File: config.mk
export PLATFORM = sky130hd
export DESIGN_NAME = slice_config_loader
export DESIGN_NICKNAME = d
export VERILOG_FILES = /design/src/rtl/slice_config_loader.sv
export SDC_FILE = /design/constraint.sdc
export NUM_CORES = 1
export LEC_CHECK = 0
export ABC_AREA = 1
export CAP_MARGIN = 0
export CORE_UTILIZATION = 35
export CTS_CLUSTER_SIZE = 12
export DETAILED_ROUTE_END_ITERATION = 12
export PLACE_DENSITY = 0.64
export SYNTH_ARGS = -nofsm -noshare
export SYNTH_HDL_FRONTEND = slang
export SYNTH_SLANG_ARGS = --single-unit
File: constraint.sdc
create_clock -name cclk -period 1.5 [get_ports cclk]
set_input_delay 0.15 -clock cclk [delete_from_list [all_inputs] [get_ports cclk]]
set_output_delay 0.15 -clock cclk [all_outputs]
set_load 0.1 [all_outputs]
File: src/rtl/slice_config_loader.sv
// Serial configuration loader for one logic slice.
// Shifts a PAYLOAD_BITS-long bitstream plus one even-parity bit into a shadow
// register, then copies it to the slice-facing output registers and pulses cen
// for one cycle. A parity failure parks the loader in an error state and leaves
// the previously committed configuration untouched.
module slice_config_loader #(
  parameter int unsigned S_XX_BASE = 4,
  parameter int unsigned NUM_LUTS  = 4,
  parameter int unsigned CFG_SIZE  = 2**S_XX_BASE + 1,
  parameter int unsigned MUX_LVLS  = $clog2(NUM_LUTS)
) (
  input  logic                             cclk,
  input  logic                             rst,
  input  logic                             start,
  input  logic                             abort,
  input  logic                             cfg_bit,
  input  logic                             cfg_valid,
  output logic                             cfg_ready,
  output logic [2*CFG_SIZE*NUM_LUTS-1:0]   luts_config_out,
  output logic [MUX_LVLS-1:0]              inter_lut_mux_config,
  output logic                             config_use_cc,
  output logic                             cen,
  output logic                             busy,
  output logic                             done,
  output logic                             error
);

  localparam int unsigned LUT_BITS     = 2 * CFG_SIZE * NUM_LUTS;
  localparam int unsigned PAYLOAD_BITS = LUT_BITS + MUX_LVLS + 1;
  localparam int unsigned CNT_W        = $clog2(PAYLOAD_BITS + 1);

  typedef enum logic [2:0] {
    StIdle,
    StLoad,
    StParity,
    StCommit,
    StError
  } state_e;

  state_e                  state_q, state_d;
  logic [CNT_W-1:0]        cnt_q, cnt_d;
  logic [PAYLOAD_BITS-1:0] shadow_q, shadow_d;
  logic [PAYLOAD_BITS-1:0] out_q, out_d;
  logic                    par_q, par_d;
  logic                    done_q, done_d;
  logic                    err_q, err_d;
  logic                    accept;

  // State register; rst wins over everything else.
  always_ff @(posedge cclk) begin
    if (rst) begin
      state_q <= StIdle;
    end else begin
      state_q <= state_d;
    end
  end

  // Datapath registers: counter, shadow, running parity, committed config, flags.
  always_ff @(posedge cclk) begin
    if (rst) begin
      cnt_q    <= '0;
      shadow_q <= '0;
      out_q    <= '0;
      par_q    <= 1'b0;
      done_q   <= 1'b0;
      err_q    <= 1'b0;
    end else begin
      cnt_q    <= cnt_d;
      shadow_q <= shadow_d;
      out_q    <= out_d;
      par_q    <= par_d;
      done_q   <= done_d;
      err_q    <= err_d;
    end
  end

  // Next-state and datapath update; abort overrides start and any accepted bit.
  always_comb begin
    state_d  = state_q;
    cnt_d    = cnt_q;
    shadow_d = shadow_q;
    out_d    = out_q;
    par_d    = par_q;
    done_d   = done_q;
    err_d    = err_q;
    accept   = cfg_valid && ((state_q == StLoad) || (state_q == StParity));

    if (abort) begin
      state_d  = StIdle;
      cnt_d    = '0;
      shadow_d = '0;
      par_d    = 1'b0;
      done_d   = 1'b0;
      err_d    = 1'b0;
    end else begin
      unique case (state_q)
        StIdle, StError: begin
          if (start) begin
            state_d = StLoad;
            cnt_d   = '0;
            par_d   = 1'b0;
            done_d  = 1'b0;
            err_d   = 1'b0;
          end
        end
        StLoad: begin
          if (accept) begin
            // First stream bit ends up in the MSB after PAYLOAD_BITS shifts.
            shadow_d = {shadow_q[PAYLOAD_BITS-2:0], cfg_bit};
            par_d    = par_q ^ cfg_bit;
            cnt_d    = cnt_q + CNT_W'(1);
            if (cnt_q == CNT_W'(PAYLOAD_BITS - 1)) begin
              state_d = StParity;
            end
          end
        end
        StParity: begin
          if (accept) begin
            if (par_q ^ cfg_bit) begin
              state_d = StError;
              err_d   = 1'b1;
            end else begin
              // Outputs update on the same edge that enters COMMIT.
              state_d = StCommit;
              out_d   = shadow_q;
            end
          end
        end
        StCommit: begin
          state_d = StIdle;
          done_d  = 1'b1;
        end
        default: state_d = StIdle;
      endcase
    end
  end

  // Handshake, status and slice-facing outputs.
  always_comb begin
    cfg_ready            = (state_q == StLoad) || (state_q == StParity);
    busy                 = (state_q == StLoad) || (state_q == StParity) ||
                           (state_q == StCommit);
    cen                  = (state_q == StCommit);
    done                 = done_q;
    error                = err_q;
    config_use_cc        = out_q[PAYLOAD_BITS-1];
    inter_lut_mux_config = out_q[PAYLOAD_BITS-2 -: MUX_LVLS];
    luts_config_out      = out_q[LUT_BITS-1:0];
  end

endmodule

==> results.yml <==
worst_setup_path:
  worstPathMaxFanout: 5
  cp.arrival_ns: 1.43
  crit_required_ns: 1.35
  worstSetupPathType: "reg2out"
  crit_path_start_kind: "flop"
  end_kind: "output port"
global_routing:
  grt_start_max_net_pins: 140
  grt_pass1_vias: 9176
  grt_usage_pct: 18.1
  overflow: 0
  antenna_found_initial: 0
  grt_pass1_wl_um: 47100
yosys:
  synth.distinct_cells: 22
  syn-instance-count: 1373
  synth.ff_latch_count: 292
  ys.warnings.count: 0
  syn-num-nets: 1381
  ys_seq_area_share_pct: 54.2
  synth_area_mm2: 0.0108
  postSynthAreaPerCell_um2: 7.86
placed_design:
  place_congestion: 0.844
  io_buffers: 149
  place_hpwl_um: 17200
  place_area_mm2: 0.0144
  dp_cells: 1839
drt:
  antenna_left: 0
  wl_per_cell_um: 15.5
  drc: 0
  drtIter0Drc: 905
  dr.pass1.iters: 5
  drt_wl_total_um: 29500
  vias_per_cell: 5.16
  vias: 9818
sta:
  max_freq_mhz: 634
  rsz0062_at_grt: "true"
  fin_tns_setup_ns: -0.109
  tightest_slew_ns: 0.741
  final-setup-viol-count: 3
  fin_crit_sh_pct: 105
  hold_viol: 0
  fin_skew_ns: 0.00782
  maxSlewHeadroom_pct: 50.6
  worst_slack_ns: -0.0772
  min_period_ns: 1.58
  finalMaxSlewViolations: 0
clock_tree:
  cts_tree: "yes"
  clk_latency_ns: 0.54
  clockBufferDepth: 3
  clock-sinks: 292
  cts_made_buffers: 31
  clockRootBuffer: "clkbuf_16"
  cts_max_level: 1
  hold_buffers: 0
  cts.clk_slew.worst_paths_ns: 0.06
final_layout:
  diodes: 0
  drive_above_1_share_pct: 18.0
  fin_nets: 1503
  syn_to_final_growth_pct: 45.6
  fin_cells: 1903
  design_area_mm2: 0.0157
die:
  die-area_mm2: 0.0315
  num_io_pins: 150
  fp.dieW_um: 178
  core_mm2: 0.0300
  start_util_pct: 36.0
  rows: 63
  die_height_um: 178
pwr:
  power.density_mw_per_mm2: 1080
  irDropWorstVdd_v: 0.000814
  leakage_nw: 5.45
  power_mw: 16.9
status:
  status: "finished, violations left"
  failed_checks: "setup timing"
flow_run:
  maxCapViolations: 0
min_path:
  hp-class: "in2reg"
-- flip-flops by register name, summed over array words and instances (netlist names) --
signal,count
out_q,139
shadow_q,139
cnt_q,8
state_q,3
done,1
error,1
par_q,1
-- worst max-delay path, cell delays in order (launching register included) --
cell and delay, ns:
dfxtp_2 0.36, inv_2 0.11, nand3_4 0.12, nand2_2 0.11
buf_12 0.17
-- logic make-up (layout without fill, tap and decap cells) --
family	count (synthesis)	after routing	share of synthesized area, %
buffers and inverters	148	288	5.95
adder cells (fa/ha/maj)	2	2	0.232
flip-flops	292	292	54.2
AO/OA/AOI/OAI	289	289	13.4
AND/OR/NAND/NOR	639	639	25.9
XOR/XNOR	3	3	0.313
-- Yosys cell counts, drive strengths merged --
master,instances,area share (%)
a21oi,147,6.8
and3,1,0.058
xnor2,1,0.15
nand3,12,0.60
inv,25,0.87
clkinv,1,0.035
nand4,145,8.5
nand2,178,6.2
dfxtp,292,54
buf,64,3.0
xor2,2,0.16
nor2,302,11
clkbuf,58,2.0
nor3,1,0.046
o21ai,142,6.6
ha,2,0.23
-- routing by layer --
layer	up-vias	GRT usage [%]	wire [um]
met3	44	3.28	1610
li1	4870	-	-
met1	4634	23.8	13100
met2	270	30.1	14100
met4	0	5.09	651
met5	-	0	0
-- through the flow --
step / hold WS (ns) / utilization (%) / setup WS (ns)
global placement: 0.470 / 48.0 / -0.288
floorplan: 0.317 / - / 0.0171
finish: 0.0547 / 52.5 / -0.0772
detailed placement: 0.483 / 48.0 / -0.331
global route: 0.0664 / 52.5 / -0.130
CTS: 0.0396 / 51.9 / -0.121
-- cells in the final DEF, fill, tap and decap left out, drive strengths merged --
| cell | synthesis | final |
|---|---|---|
| nand2 | 178 | 178 |
| clkbuf | 58 | 49 |
| nor2 | 302 | 302 |
| buf | 64 | 202 |
| dfxtp | 292 | 292 |
| ha | 2 | 2 |
| inv | 25 | 26 |
| and3 | 1 | 1 |
| nand3 | 12 | 12 |
| nor3 | 1 | 1 |
| xor2 | 2 | 2 |
| xnor2 | 1 | 1 |
| o21ai | 142 | 142 |
| bufinv | 0 | 5 |
| nand4 | 145 | 145 |
| bufbuf | 0 | 1 |
| a21oi | 147 | 147 |
| clkinv | 1 | 1 |
| clkdlybuf4s50 | 0 | 4 |
-- worst paths after layout --
path	start	to	slack, ns	cells past startpoint
worst max-delay path	state_q[2]$_SDFFE_PP0P_	cfg_ready	-0.08	4
worst min-delay path	rst	state_q[2]$_SDFFE_PP0P_	0.05	5
worst max register to register	state_q[2]$_SDFFE_PP0P_	out_q[101]$_SDFFE_PP0P_	0.01	8
worst min register to register	out_q[53]$_SDFFE_PP0P_	out_q[53]$_SDFFE_PP0P_	0.49	2
-- report_power, final --
group / switching (mW) / internal [mW]
clock network: 2.95 / 4.94
logic: 0.730 / 0.389
registers: 0.0610 / 7.83
-- final cells by class --
type	count	area (um2)
Sequential cell	292	5850
Clock inverter	6	155
Timing Repair Buffer	211	3830
Tap cell	390	488
Inverter	26	110
Clock buffer	45	898
Multi-Input combinational cell	933	4370
Fill cell	2722	14200
-- timing repair --
action                     in CTS  in global routing
buffers inserted                3                  4
pin swaps                       3                  4
setup endpoints to repair      12                 90
gates cloned                    1                  5
gates resized for setup        14                  6
Note: power is estimated with default switching activity, not from simulation.
